### src/rtl/vedic_mac_accum.sv
// Packet accumulator for the Vedic multiplier's 64-bit product stream.
// Sums unsigned products until prod_last, then holds {sum, count, overflow} on a valid/ready port.
module vedic_mac_accum #(
    parameter int PROD_W = 64,
    parameter int ACC_W  = 80,
    parameter int CNT_W  = 16
) (
    input  logic              clk,
    input  logic              rst,
    input  logic              clr,
    input  logic              prod_valid,
    input  logic [PROD_W-1:0] prod_data,
    input  logic              prod_last,
    output logic              prod_ready,
    output logic              sum_valid,
    output logic [ACC_W-1:0]  sum_data,
    output logic [CNT_W-1:0]  sum_count,
    output logic              sum_ovf,
    input  logic              sum_ready
);

    // state | meaning
    // IDLE  | no beats yet; acc, cnt and ovf are zero
    // ACCUM | at least one beat taken, last not yet seen
    // HOLD  | result presented, waiting for sum_ready
    typedef enum logic [1:0] {
        IDLE  = 2'd0,
        ACCUM = 2'd1,
        HOLD  = 2'd2
    } state_t;

    state_t             state_q, state_d;
    logic [ACC_W-1:0]   acc_q, acc_d;
    logic [CNT_W-1:0]   cnt_q, cnt_d;
    logic               ovf_q, ovf_d;
    logic               prod_ready_q, prod_ready_d;
    logic               sum_valid_q, sum_valid_d;
    logic [ACC_W-1:0]   sum_data_q, sum_data_d;
    logic [CNT_W-1:0]   sum_count_q, sum_count_d;
    logic               sum_ovf_q, sum_ovf_d;

    logic               beat_acc;
    logic [ACC_W-1:0]   prod_ext;
    logic [ACC_W:0]     add_w;
    logic [CNT_W-1:0]   cnt_inc;

    assign beat_acc = prod_valid && prod_ready_q;
    assign prod_ext = ACC_W'(prod_data);
    // Extra MSB captures the carry-out that feeds the sticky overflow flag.
    assign add_w    = {1'b0, acc_q} + {1'b0, prod_ext};
    assign cnt_inc  = (cnt_q == {CNT_W{1'b1}}) ? cnt_q : cnt_q + CNT_W'(1);

    always_ff @(posedge clk or negedge rst) begin
        if (!rst) begin
            state_q      <= IDLE;
            acc_q        <= '0;
            cnt_q        <= '0;
            ovf_q        <= 1'b0;
            prod_ready_q <= 1'b0;
            sum_valid_q  <= 1'b0;
            sum_data_q   <= '0;
            sum_count_q  <= '0;
            sum_ovf_q    <= 1'b0;
        end else begin
            state_q      <= state_d;
            acc_q        <= acc_d;
            cnt_q        <= cnt_d;
            ovf_q        <= ovf_d;
            prod_ready_q <= prod_ready_d;
            sum_valid_q  <= sum_valid_d;
            sum_data_q   <= sum_data_d;
            sum_count_q  <= sum_count_d;
            sum_ovf_q    <= sum_ovf_d;
        end
    end

    always_comb begin
        state_d      = state_q;
        acc_d        = acc_q;
        cnt_d        = cnt_q;
        ovf_d        = ovf_q;
        prod_ready_d = prod_ready_q;
        sum_valid_d  = sum_valid_q;
        sum_data_d   = sum_data_q;
        sum_count_d  = sum_count_q;
        sum_ovf_d    = sum_ovf_q;

        if (clr) begin
            // Abort: drop any partial or pending result; last sum_* payload is kept.
            state_d      = IDLE;
            acc_d        = '0;
            cnt_d        = '0;
            ovf_d        = 1'b0;
            sum_valid_d  = 1'b0;
            prod_ready_d = 1'b1;
        end else begin
            case (state_q)
                IDLE, ACCUM: begin
                    prod_ready_d = 1'b1;
                    if (beat_acc) begin
                        if (prod_last) begin
                            sum_data_d   = add_w[ACC_W-1:0];
                            sum_count_d  = cnt_inc;
                            sum_ovf_d    = ovf_q | add_w[ACC_W];
                            sum_valid_d  = 1'b1;
                            prod_ready_d = 1'b0;
                            state_d      = HOLD;
                        end else begin
                            acc_d   = add_w[ACC_W-1:0];
                            cnt_d   = cnt_inc;
                            ovf_d   = ovf_q | add_w[ACC_W];
                            state_d = ACCUM;
                        end
                    end
                end
                HOLD: begin
                    if (sum_ready) begin
                        sum_valid_d  = 1'b0;
                        acc_d        = '0;
                        cnt_d        = '0;
                        ovf_d        = 1'b0;
                        prod_ready_d = 1'b1;
                        state_d      = IDLE;
                    end
                end
                default: begin
                    state_d = IDLE;
                end
            endcase
        end
    end

    assign prod_ready = prod_ready_q;
    assign sum_valid  = sum_valid_q;
    assign sum_data   = sum_data_q;
    assign sum_count  = sum_count_q;
    assign sum_ovf    = sum_ovf_q;

endmodule
### config.mk
export PLATFORM = sky130hd
export DESIGN_NAME = vedic_mac_accum
export DESIGN_NICKNAME = d
export VERILOG_FILES = /design/src/rtl/vedic_mac_accum.sv
export SDC_FILE = /design/constraint.sdc
export NUM_CORES = 1
export LEC_CHECK = 0
export CAP_MARGIN = 25
export CORE_ASPECT_RATIO = 2
export CORE_UTILIZATION = 55
export DETAILED_ROUTE_END_ITERATION = 8
export GPL_TIMING_DRIVEN = 0
export MAX_ROUTING_LAYER = met4
export PLACE_DENSITY_LB_ADDON = 0.12
export SLEW_MARGIN = 40
export SYNTH_ARGS = -nofsm -noshare
export SYNTH_HDL_FRONTEND = slang
export SYNTH_SLANG_ARGS = --single-unit
### constraint.sdc
create_clock -name clk -period 3.8 [get_ports clk]
set_clock_uncertainty 0.2 [all_clocks]
set_input_delay 0.76 -clock clk [delete_from_list [all_inputs] [get_ports clk]]
set_output_delay 0.76 -clock clk [all_outputs]
set_load 0.02 [all_outputs]
==> impl_results.md, run 1 <==
- Post-synth top cells: nand2_1 (238), dfrtp_1 (198), o21ai_0 (115)
- Synthesized instance count: 1396
- Slew Limit Fails: 0
- Clock sink count: 198
- Crit-path leading delay family: compound AO/OA/AOI/OAI gates
- Die H: 213 um
- Critical path data arrival time: 3.98 ns
- Seq/Total Area, Yosys: 40.5%
- Placed cells: 1841
- Pwr per Cell Area: 428 nW/um^2
- Mapped Area: 12200 sq um
- Gr ovfl total: 0
- Die area: 22900 sq um
- Wire length per cell: 22.1 um
- Layout area overhead: 27.7%
- IO Count: 169
- Crit path kind: primary input to flip-flop
- Post-layout min period: 3.78 ns
- Row cnt: 76
- Reg2reg end: acc_q[78]
- # DRC: 0
- Final hold violation count: 0
- Leak: 0.00701 uW
- CTS Hold Bufs: 0
- RR Startpoint: acc_q[0]
- Stages on worst setup path: 10
- Cell with the most instances after synthesis: nand2_1
- Buffers plus inverters on the worst setup path: 1
- Clock transition at the registers of the reported paths: 0.08 ns
- Largest net degree at the start of global routing: 74
- Syn_area_per_cell: 8.77 sq um
- Vias in the first global route: 12194
- CTS buffer count: 17
- Tot GR Track Use: 37.9%
- Ant diodes: 0
- Vias/cell: 6.34
- Share of the synthesized area in the top cell type: 40.5%
- Root Buffer: clkbuf_16
- I/O Buffers: 167
- Max Clock Freq: 264 MHz
- Final WL: 41.9 mm
- CTS H-tree lvls: 4
- TritonCTS clock tree: done
- Dominant cell type by area after synthesis: dfrtp_1
- Endpoints failing setup: 0
- First-pass GRT wire length: 63.1 mm
- Crit path max-delay cell type: a2111o_1
- Register bit total from synthesis: 198
- Relative slew slack: 42.4%
- Crit share post-route: 99.6%
- Initial antenna violation count: 0
- Worst-Margin Slew: 0.864 ns
- Crit path to: sum_data[73]
- Number of flops mapped to enable cells by yosys: 0
- Final Non-Filler Cells: 1901
- ANT nets after route: 0
- Core area: 21700 sq um
- Req. time, crit path: 3.99 ns
- Crit Path Max Fanout: 6
- Main synth FF type: dfrtp_1
- Post-synth cell types: 66
- Routability cong.: 0.981
- Setup crit start: prod_data[18]
- YS warnings: 0
- Post-synth net total: 1532
- Clk Latency, worst-skew pair: 0.47 ns
- CP endpoint kind: flip-flop
- Final nets: 1751
- Pre-antenna DRT Iters: 5
- Via Count: 12043
- Finished Core Util: 72.2%
- Worst hold path class: primary input to asynchronous set/reset pin
- Filler cell count: 1699
- Layout cells sized above 1: 11.1%
- Synth top area cells: dfrtp_1 (40%), nand2_1 (7.3%), ha_1 (6.6%), o21ai_0 (4.7%), a21oi_1 (4.1%)
- Asr flop ratio synth: 100%
- Flop-to-flop setup slack: 0.19 ns
- Worst IR drop on VDD: 0.465 mV
- Overall power: 6700 uW
- Cells on worst reg2reg path: 13
- Critical Path Max Stage Delay: 0.54 ns
- Setup crit start kind: primary input
- Outcome: finished clean
- Max-cap violation count: 0
- Hpwl dp: 31.7 mm
- CTS Buffer Depth: 2
- DRT iter0 DRCs: 773
- Initial Util: 56.5%
- Die Width: 108 um
- CP Cell Sequence: clkdlybuf4s50_1 -> ha_2 -> nand2_1 -> o21ai_0 -> nor3_1 -> a2111o_1 -> o2111ai_4 -> nand2_2 -> or4_4 -> a31oi_1
==> state kept, by name, indices dropped and copies added, names as in the netlist <==
register / flops
sum_count: 16
acc_q: 80
sum_ovf: 1
prod_ready: 1
sum_valid: 1
sum_data: 80
cnt_q: 16
state_q: 2
ovf_q: 1
==> kinds of logic after synthesis <==
logic type                 count (synthesis)  synth area share, %
adders and majority gates                 66                 6.80
muxes                                     22                 1.98
DFF                                      198                 40.5
xor gates and xnor gates                  73                 5.22
AOI/OAI and AO/OA                        448                 24.1
and+or+nand+nor                          478                 17.8
buffers and inverters                    111                 3.67
==> final cells by class <==
class	count	area [sq um]	share of cell area, %
well taps	273	342	2.18
multi-input cells	1087	7230	46.2
clock inverters	15	196	1.26
clock buffers	17	425	2.72
repair buffers	203	2020	12.9
flip-flops and latches	198	4950	31.7
plain buffers	82	385	2.46
inverters	26	97.6	0.624
==> per-stage QoR <==
| stage | TNS, ns | hold WS, ns | cell area [sq um] | setup WS, ns |
|---|---|---|---|---|
| 4_1_cts | -0.0187 | 0.0478 | 15100 | -0.0179 |
| 3_3_place_gp | -1353.30 | 0.259 | 14300 | -6.45 |
| 6_report | 0 | 0.0344 | 15600 | 0.0165 |
| 5_1_grt | -0.277 | 0.0806 | 15600 | -0.0756 |
| 3_5_place_dp | -40.47 | 0.262 | 14400 | -0.837 |
| 2_1_floorplan | 0 | 0.253 | 12200 | 0.291 |
==> worst min path at each step <==
stage | to | slack, ns | cells after the start | start
after floorplan | acc_q[56] | 0.25 | 2 | acc_q[56]
after global placement | sum_data[19] | 0.26 | 2 | sum_data[19]
after detailed placement | sum_data[23] | 0.26 | 2 | sum_data[23]
after CTS | sum_data[14] | 0.05 | 1 | rst
after global routing | acc_q[13] | 0.08 | 1 | rst
final | sum_data[13] | 0.03 | 1 | rst
==> layer usage <==
layer | global-route usage, % | vias to the layer above | share of wire (%)
met4 | 27.6 | 0 | 8.0
met3 | 5.46 | 200 | 5.0
met2 | 68.3 | 513 | 53
li1 | - | 5507 | -
met1 | 36.1 | 5823 | 34
met5 | - | - | 0
==> where the power goes <==
group          leakage (uW)  internal [uW]  switching, uW  total [uW]
sequential          0.00261           2390            191        2580
clock              0.000300            906           1000        1910
combinational       0.00409            961           1260        2220
==> layout by cell type (no fill, tap or decap), types with 42 or more instances in the layout <==
| cell type | count |
|---|---|
| nand2_1 | 238 |
| dfrtp_1 | 198 |
| clkdlybuf4s50_1 | 154 |
| o21ai_0 | 107 |
| a21oi_1 | 97 |
| nor2_1 | 64 |
| clkbuf_1 | 54 |
| ha_1 | 50 |
| a22o_1 | 48 |
| xnor2_1 | 42 |
==> what timing repair did <==
item	CTS	global route
endpoints found under the setup margin	38	53
pin swaps	13	31
gates cloned	0	1
resized for setup	21	86
buffers inserted	10	20
Note: power is estimated with default switching activity, not from simulation.
==> run 2, diff against run 1 <==
Settings changed: GPL_ROUTABILITY_DRIVEN set to 0, HOLD_SLACK_MARGIN set to 0.06.
==> run 2 against run 1 <==
Sequential share of layout area grew 0.62 points. Core utilization fell by 1.4 points. Via count down 1.6%. Maximum frequency rose by 2.2%. Largest cell class unchanged. Die area did not move. Register-to-register slack better by 0.16 ns. Sequential power about the same. Setup slack improved by 0.081 ns. Total power down 2.3%. Design area decreased by 1.9%. Critical path type unchanged. Sequential cell count unchanged. Largest power group unchanged. First-iteration DRC count grew 5.3%. Highest routed layer unchanged.
==> impl_results.md, run 2 (synthesis gave the netlist of run 1 again) <==
- Final hold violation count: 0 (unchanged)
- CP endpoint kind: flip-flop
- Area after DPL: 14400 sq um (about the same)
- Relative slew slack: 39.2% (-3.2 points)
- RSZ-0062 raised after global routing: yes
- Dpl ws: -0.759 ns (+0.0777 ns)
- Root Buffer: clkbuf_16
- Endpoints failing setup: 0 (unchanged)
- Commonest non-fill, non-tap cell in the layout: nand2_1
- Layout area overhead: 25.3%
- Crit path kind: primary input to flip-flop
- TritonCTS clock tree: done
- Pre-antenna DRT Iters: 5 (unchanged)
- Ant diodes: 0 (unchanged)
- CTS Buffer Depth: 2 (unchanged)
- CTS buffer count: 17 (unchanged)
- Filler cell count: 1788 (+5.2%)
- Pwr per Cell Area: 427 nW/um^2 (-0.38%)
- Initial antenna violation count: 0 (unchanged)
- First-pass GRT wire length: 60.0 mm (-4.8%)
- Max Clock Freq: 270 MHz (+2.2%)
- Clock transition at the registers of the reported paths: 0.08 ns (about the same)
- Fin Hold WS: 0.274 ns (+0.239 ns)
- I/O Buffers: 167 (unchanged)
- Vias/cell: 6.28 (-0.83%)
- # DRC: 0 (unchanged)
- Vias in the first global route: 11798 (-3.2%)
- Worst-Margin Slew: 0.912 ns (+0.0476 ns)
- ANT nets after route: 0 (unchanged)
- Outcome: finished clean
- Via Count: 11849 (-1.6%)
- Tot GR Track Use: 35.8% (-2.1 points)
- Die H: 213 um (unchanged)
- Slew Limit Fails: 0 (unchanged)
- DRT iter0 DRCs: 814 (+5.3%)
- Die area: 22900 sq um (unchanged)
- Crit share post-route: 97.4% (-2.1 points)
- Max-cap violation count: 0 (unchanged)
- Post-layout min period: 3.70 ns (-0.0807 ns)
- Clock sink count: 198 (unchanged)
- Crit Path Max Fanout: 10 (+4)
- Final worst slack: 0.0972 ns (+0.0807 ns)
- Initial Util: 56.5% (unchanged)
- Setup crit start kind: primary input
- Req. time, crit path: 3.99 ns (about the same)
- Clk Latency, worst-skew pair: 0.46 ns (about the same)
- Row cnt: 76 (unchanged)
- IO Count: 169 (unchanged)
- Largest net degree at the start of global routing: 63 (-15%)
- Gr ovfl total: 0 (unchanged)
- Critical path data arrival time: 3.89 ns (-0.09 ns)
- Wire length per cell: 20.7 um (-6.3%)
- Final nets: 1736 (-0.86%)
- Worst IR drop on VDD: 0.440 mV (-5.5%)
- CTS H-tree lvls: 4 (unchanged)
- Most frequent cells in the layout: nand2_1 (237), dfrtp_1 (198), clkdlybuf4s50_1 (164), o21ai_0 (112), a21oi_1 (94)
- Post-route cell area: 15300 sq um (-1.9%)
- Core area: 21700 sq um (unchanged)
- Worst hold path class: flip-flop to flip-flop
- Leak: 0.00682 uW (-2.6%)
- Hpwl dp: 29.0 mm (-8.3%)
- Layout cells sized above 1: 9.49% (-1.6 points)
- Die Width: 108 um (unchanged)
- Final WL: 39.0 mm (-7.0%)
[run 2: cell count changes in the layout (fill, tap and decap cells not counted), sizes merged]
cell / delta
bufinv: +1
clkdlybuf4s50: +10
clkinv: -4
dlymetal6s2s: -10
buf: -14
dlygate4sd3: +1
clkinvlp: +2
clkdlybuf4s18: -1
[run 2: metal layers]
metal	GRT usage, %	part of all wire (%)	vias to the layer above
li1	-	-	5465
met1	36.7	35	5649
met2	61.7	52	550
met3	5.13	5.5	185
met4	25.9	7.6	0
met5	-	0	-
[run 2: worst paths after layout]
kind	from	to	slack [ns]	cells after the start
min in group asynchronous	rst	sum_data[14]	0.58	2
min reg2reg	sum_data[41]	sum_data[41]	0.27	2
max reg2reg	acc_q[0]	sum_data[74]	0.35	12
max	prod_data[2]	sum_data[71]	0.1	12
max in group asynchronous	rst	sum_data[64]	2.14	3
min	sum_data[41]	sum_data[41]	0.27	2
[run 2: report_power, final]
part	switching [uW]	internal [uW]	total (uW)	leakage, uW
sequential	195	2390	2580	0.00261
combinational	1210	924	2140	0.00393
clock	889	941	1830	0.000282
[run 2: critical path, cell delays in order]
cell and delay [ns]:
clkdlybuf4s50_1 0.45, ha_2 0.38, o211ai_1 0.13, o211ai_1 0.22
nand2_1 0.13, a21o_4 0.26, a2111o_1 0.46, o2111ai_4 0.28
nand2_2 0.10, buf_4 0.19, or3_1 0.35, a31oi_1 0.17
[run 2: area by class of cell]
class	instances	area, sq um	share of cell area (%)
Multi-Input combinational cell	1087	7130	46.5
Sequential cell	198	4950	32.3
Timing Repair Buffer	188	1900	12.4
Clock buffer	18	439	2.86
Buffer	82	345	2.25
Tap cell	273	342	2.23
Clock inverter	14	139	0.905
Inverter	26	97.6	0.636
[run 2: timing repair]
| action | 4_1_cts | 5_1_grt |
|---|---|---|
| hold endpoints to repair | 38 | 0 |
| cloned | 0 | 0 |
| resized for setup | 18 | 37 |
| endpoints found under the setup margin | 35 | 55 |
| hold buffers | 1 | 0 |
| setup buffers | 11 | 5 |
| pin swaps | 13 | 9 |
[run 2: through the flow]
step           setup TNS (ns)  util [%]  power [uW]  instances
6_report                    0      70.8        6550       1886
5_1_grt                -0.122      70.8        6830       1886
4_1_cts                     0      69.9        6520       1883
3_5_place_dp           -37.38      66.3        4660       1840
3_3_place_gp         -1359.31      65.8        4610       1836
2_1_floorplan               0         -        3740       1396
==> run 3, diff against run 2 <==
--- a/config.mk
+++ b/config.mk
@@ -7,5 +7,4 @@
 export LEC_CHECK = 0
 export CAP_MARGIN = 25
-export CORE_ASPECT_RATIO = 2
 export CORE_UTILIZATION = 55
 export DETAILED_ROUTE_END_ITERATION = 8
@@ -15,4 +14,5 @@
 export MAX_ROUTING_LAYER = met4
 export PLACE_DENSITY_LB_ADDON = 0.12
+export REMOVE_ABC_BUFFERS = 1
 export SLEW_MARGIN = 40
 export SYNTH_ARGS = -nofsm -noshare
==> constraint.sdc (replaced) <==
create_clock -name clk -period 3.8 [get_ports clk]
set_clock_uncertainty 0.2 [all_clocks]
set_input_delay 0.76 -clock clk [delete_from_list [all_inputs] [get_ports clk]]
set_output_delay 0.76 -clock clk [all_outputs]
set_load 0.005 [all_outputs]
==> run 3 against run 2 <==
Sequential share of layout area unchanged. Total power decreased by 3.7%. Clock-buffer cell count fell by 1. Critical path type unchanged.
==> impl_results.md, run 3 (synthesis gave the netlist of run 1 again) <==
- Outcome: finished clean
- Layout area overhead: 25.3% (unchanged)
- Clock share of power: 30.4% (+2.5 points)
- Initial antenna violation count: 1 (+1)
- First-pass GRT wire length: 52.9 mm (-12%)
- Crit path kind: primary input to flip-flop
- Buffers plus inverters on the worst setup path: 2 (unchanged)
- Req. time, crit path: 3.92 ns (-0.07 ns)
- Vias/cell: 6.09 (-3.0%)
- Psw: 2020 uW (-12%)
- TritonCTS clock tree: done
- DRT iter0 DRCs: 578 (-29%)
- Die area: 22900 sq um (-0.16%)
- # DRC: 0 (unchanged)
- Overall power: 6310 uW (-3.7%)
- Crit share post-route: 98.2% (+0.71 points)
- Most frequent cells in the layout: nand2_1 (238), dfrtp_1 (198), clkdlybuf4s50_1 (164), o21ai_0 (110), a21oi_1 (98)
- CP endpoint kind: flip-flop
- Row cnt: 54 (-29%)
- Gr ovfl total: 0 (unchanged)
- Commonest non-fill, non-tap cell in the layout: nand2_1
- Final WL: 33.5 mm (-14%)
- Worst IR drop on VDD: 0.264 mV (-40%)
- Die H: 151 um (-29%)
- Relative slew slack: 45.7% (+6.5 points)
- CP Cell Sequence: clkdlybuf4s50_1 -> ha_2 -> a21o_1 -> a31oi_2 -> a21boi_0 -> o211ai_1 -> nor3_1 -> a21o_4 -> buf_4 -> a211oi_1 -> xnor2_1 -> o21ai_0
- Vias in the first global route: 10726 (-9.1%)
- Worst-Margin Slew: 0.814 ns (-0.0971 ns)
- Int Power: 4290 uW (+0.90%)
- CTS Buffer Depth: 2 (unchanged)
- Layout cells sized above 1: 10.5% (+0.97 points)
- Crit Path Max Fanout: 9 (-1)
- Final hold violation count: 0 (unchanged)
- Hpwl dp: 24.3 mm (-16%)
- Final nets: 1682 (-3.1%)
- Critical Path Max Stage Delay: 0.53 ns (+0.07 ns)
- Tot GR Track Use: 30.3% (-5.6 points)
- Endpoints failing setup: 0 (unchanged)
- Max-cap violation count: 0 (unchanged)
- Pwr per Cell Area: 411 nW/um^2 (-3.7%)
- Via Count: 11214 (-5.4%)
- Comb power frac: 29.1% (-3.6 points)
- Worst hold path class: flip-flop to flip-flop
- I/O Buffers: 168 (+0.60%)
- Largest net degree at the start of global routing: 72 (+14%)
- Crit path max-delay cell type: clkdlybuf4s50_1
- Seq pwr share: 40.5% (+1.1 points)
- Critical path data arrival time: 3.85 ns (-0.04 ns)
- Core area: 21800 sq um (+0.66%)
- Initial Util: 56.1% (-0.37 points)
- Post-layout min period: 3.73 ns (+0.0271 ns)
- Crit-path leading delay family: compound AO/OA/AOI/OAI gates
- Setup crit start kind: primary input
- Slew Limit Fails: 0 (unchanged)
- ANT nets after route: 0 (unchanged)
- Die Width: 151 um (+41%)
- CTS buffer count: 17 (unchanged)
- Final Non-Filler Cells: 1840 (-2.4%)
- IO Count: 169 (unchanged)
- Placed cells: 1790 (-2.7%)
- Leak: 0.00682 uW (about the same)
- Net Sw Frac: 32.0% (-3.1 points)
- Wire length per cell: 18.2 um (-12%)
- Root Buffer: clkbuf_16
- Max Clock Freq: 268 MHz (-0.73%)
- CTS H-tree lvls: 4 (unchanged)
- Clock sink count: 198 (unchanged)
- Pre-antenna DRT Iters: 5 (unchanged)
- Clock transition at the registers of the reported paths: 0.08 ns (about the same)
- Clk Latency, worst-skew pair: 0.45 ns (about the same)
run 3: cell types whose count changed in the layout (fill, tap and decap cells not counted), sizes merged:
cell          delta
buf              +6
clkbuf          -62
dlymetal6s2s     +1
clkinvlp         -2
clkinv           +3
diode            +1
run 3: worst min-delay path, stage by stage (launching register included):
cell	delay [ns]
dfrtp_1	0.35
nand2_1	0.05
nand2_1	0.05
run 3: layer usage:
| layer | wire [um] | global-route usage (%) |
|---|---|---|
| met5 | 0 | - |
| met1 | 14600 | 38.5 |
| met3 | 1870 | 4.34 |
| met2 | 16200 | 49.5 |
| met4 | 830 | 10.0 |
run 3: timing repair:
item,4_1_cts,5_1_grt
endpoints found under the setup margin,35,53
hold buffers,1,0
gates resized for setup,14,54
setup buffers,6,10
pin swaps,11,17
hold endpoints to repair,18,0
run 3: final timing paths:
check / from / end / slack, ns / cells past startpoint
max: prod_data[53] / sum_data[66] / 0.07 / 12
min: sum_data[27] / sum_data[27] / 0.28 / 2
max reg2reg: acc_q[0] / sum_data[74] / 0.37 / 12
min reg2reg: sum_data[27] / sum_data[27] / 0.28 / 2
max in group asynchronous: rst / cnt_q[6] / 1.99 / 4
min in group asynchronous: rst / sum_data[25] / 0.53 / 2
run 3: per-stage QoR:
step	worst slack (ns)	util, %	hold WS (ns)	cell area (sq um)	setup TNS [ns]
4_1_cts	0.000712	68.7	0.283	15000	0
3_3_place_gp	-6.76	63.8	0.258	13900	-2249.64
6_report	0.0701	70.3	0.277	15300	0
2_1_floorplan	-2.52	-	0.253	11900	-293.09
3_5_place_dp	-0.680	65.4	0.262	14300	-31.14
5_1_grt	-0.0178	70.3	0.293	15300	-0.0374
run 3: area by class of cell:
| cell class | count | area (sq um) |
|---|---|---|
| Multi-Input combinational cell | 1087 | 7190 |
| Fill cell | 1766 | 6480 |
| Sequential cell | 198 | 4950 |
| Timing Repair Buffer | 216 | 2120 |
| Clock buffer | 17 | 425 |
| Tap cell | 280 | 350 |
| Clock inverter | 15 | 199 |
| Inverter | 26 | 97.6 |
| Antenna cell | 1 | 2.50 |
run 3: power groups by stage:
| stage | combinational [uW] | sequential, uW | clock, uW |
|---|---|---|---|
| 2_1_floorplan | 878 | 2580 | 0 |
| 6_report | 1840 | 2550 | 1920 |
| 4_1_cts | 1780 | 2550 | 1950 |
| 3_5_place_dp | 1760 | 2590 | 0 |
| 3_3_place_gp | 1700 | 2580 | 0 |
| 5_1_grt | 2020 | 2590 | 2010 |
==> edit, RTL diff (config.mk and constraints of run 1) <==
The parameter `PROD_W` goes from 64 to 60.
--- a/src/rtl/vedic_mac_accum.sv
+++ b/src/rtl/vedic_mac_accum.sv
@@ -1,7 +1,7 @@
 // Packet accumulator for the Vedic multiplier's 64-bit product stream.
 // Sums unsigned products until prod_last, then holds {sum, count, overflow} on a valid/ready port.
 module vedic_mac_accum #(
-    parameter int PROD_W = 64,
+    parameter int PROD_W = 60,
     parameter int ACC_W  = 80,
     parameter int CNT_W  = 16
 ) (
Interface: changed (resized prod_data); port bits go from 169 to 165. No check against the original RTL was run, so the function may have changed too.
==> edit against run 1 <==
- the run now ends with hold timing left
- final cell count down 2.8%
- clock power decreased by 4%
- sequential cell count stayed put
- worst setup slack better by 0.024 ns
- via count shrank 7.3%
- routed wire length decreased by 8.7%
- area after synthesis shrank 2.0%
- non-clock buffer count fell by 26
- total power down 6.0%
- synthesized cell count down 1.7%
- cell area is 4.6% lower
- critical path type unchanged
- critical endpoint is now acc_q[69]
==> edit: results (changes against run 1) <==
metric	value	unit	change
status	finished, violations left		
failing checks	hold timing		
Post-synth top cells	259 x nand2_1, 198 x dfrtp_1, 110 x o21ai_0, 82 x a21oi_1, 71 x nor2_1		
post-DR wirelength/cell	20.7	um	-6.0%
port buffer count	163		-2.4%
reg2reg start	acc_q[24]		
vias in the first global route	11500		-5.5%
P_int	4.12	mW	-3.2%
TritonCTS buffer count	17		unchanged
post-detail-place hpwl	29900	um	-5.6%
Final Hold Vio Count	9		+9
Avg Cell Area, Syn	8.75	um2	-0.28%
delay-heaviest family, CP	compound AO/OA/AOI/OAI gates		
worst-case clock buffer depth	2		unchanged
first-pass GRT wire length	59500	um	-5.7%
CP max stage cell	clkdlybuf4s50_1		
placed instance count	1811		-1.6%
Vias	11200		-7.3%
clock-pin slew on the worst setup and hold paths	0.07	ns	
YS warnings	0		unchanged
initial antenna violation count	0		unchanged
Critical Path Max Stage Delay	0.43	ns	-0.11 ns
Worst-Skew Late Latency	0.48	ns	
asr flop ratio synth	1.00		unchanged
post-synthesis net count	1500		-2.1%
Pleak	6.64	nW	-5.2%
Avg Vias per Cell	6.04		-4.6%
pin count of the biggest net entering global routing	77		+4.1%
Final #Nets	1690		-3.5%
Slew headroom	0.458		+0.0335
Fin Hold WS	-0.00370	ns	-0.0381 ns
post-synthesis cell type count	74		+12%
largest cells by area after synthesis	dfrtp_1 41%, nand2_1 8.1%, ha_1 6.4%, o21ai_0 4.6%, a22o_1 3.4%		
H-tree Lvls	4		unchanged
gr usage total	0.364		-0.0154
Area after DPL	14100	um2	-2.1%
cell count of the worst reg-to-reg path	11		-2
DRT Pass-1 Iters	7		+2
layout cells sized above 1	0.0851		-0.0255
prevailing post-synth register cell	dfrtp_1		
crit path DAT	3.94	ns	-0.04 ns
Routability Congestion	0.937		-4.4%
Root Buffer	clkbuf_16		
Iter 0 DRT Violations	590		-24%
sequential element share of the synthesized area	0.413		+0.00822
crit-path max FO	10		+4
Peak VDD IR	341	uV	-27%
diode count	0		unchanged
Worst R2R Setup Slack	0.37	ns	+0.18 ns
EDFF count, synth	0		unchanged
pre-CTS WS	-0.940	ns	-0.103 ns
Tightest Hold Check Type	in -> async		
reg-to-reg endpoint	sum_data[57]		
==> edit: cells by family (layout without fill, tap and decap cells) <==
logic type	Yosys count	after routing	synth area share
DFF	198	198	0.413
xor gates and xnor gates	85	85	0.0620
and+or+nand+nor	492	492	0.188
AOI/OAI and AO/OA	408	408	0.220
adders and majority gates	62	62	0.0652
muxes	15	15	0.0134
buffers and inverters	112	315	0.0383
==> edit: area by class of cell <==
class / instances / area (um2)
multi-input combinational: 1062 / 6830
fill: 1804 / 6560
sequential: 198 / 4950
timing repair buffer: 177 / 1780
clock buffer: 20 / 457
buffer: 82 / 357
tap: 273 / 342
clock inverter: 12 / 116
inverter: 24 / 90.1
==> edit: how the worst max path moves through the flow <==
stage	start	end	slack, ns	cells after the start
floorplan	prod_data[0]	sum_data[58]	0.40	11
global placement	rst	sum_data[17]	-6.53	1
detailed placement	prod_data[0]	sum_data[58]	-0.94	12
CTS	prod_data[24]	acc_q[69]	-0.04	13
global route	prod_data[1]	sum_data[59]	-0.02	12
finish	prod_data[19]	acc_q[69]	0.04	14
==> edit: metal layers <==
metal  vias up  routed length (um)  share of wire  GRT usage
li1       5266                   -              -          -
met1      5387               13000           0.34      0.336
met2       360               21000           0.55      0.664
met3       154                1500          0.039     0.0623
met4         0                2840          0.074      0.256
met5         -                   0              0          -
==> edit: repair_timing <==
action,4_1_cts,5_1_grt
gates resized for setup,20,31
setup buffers,5,6
setup endpoints to repair,76,55
pin swaps,3,10
==> edit: power groups by stage <==
stage	combinational [mW]	clock [mW]	sequential, mW
after floorplan	0.833	0	2.76
after global placement	1.87	0	2.54
after detailed placement	1.90	0	2.55
after CTS	1.93	1.82	2.51
after global routing	2.11	1.92	2.53
final	1.96	1.84	2.51
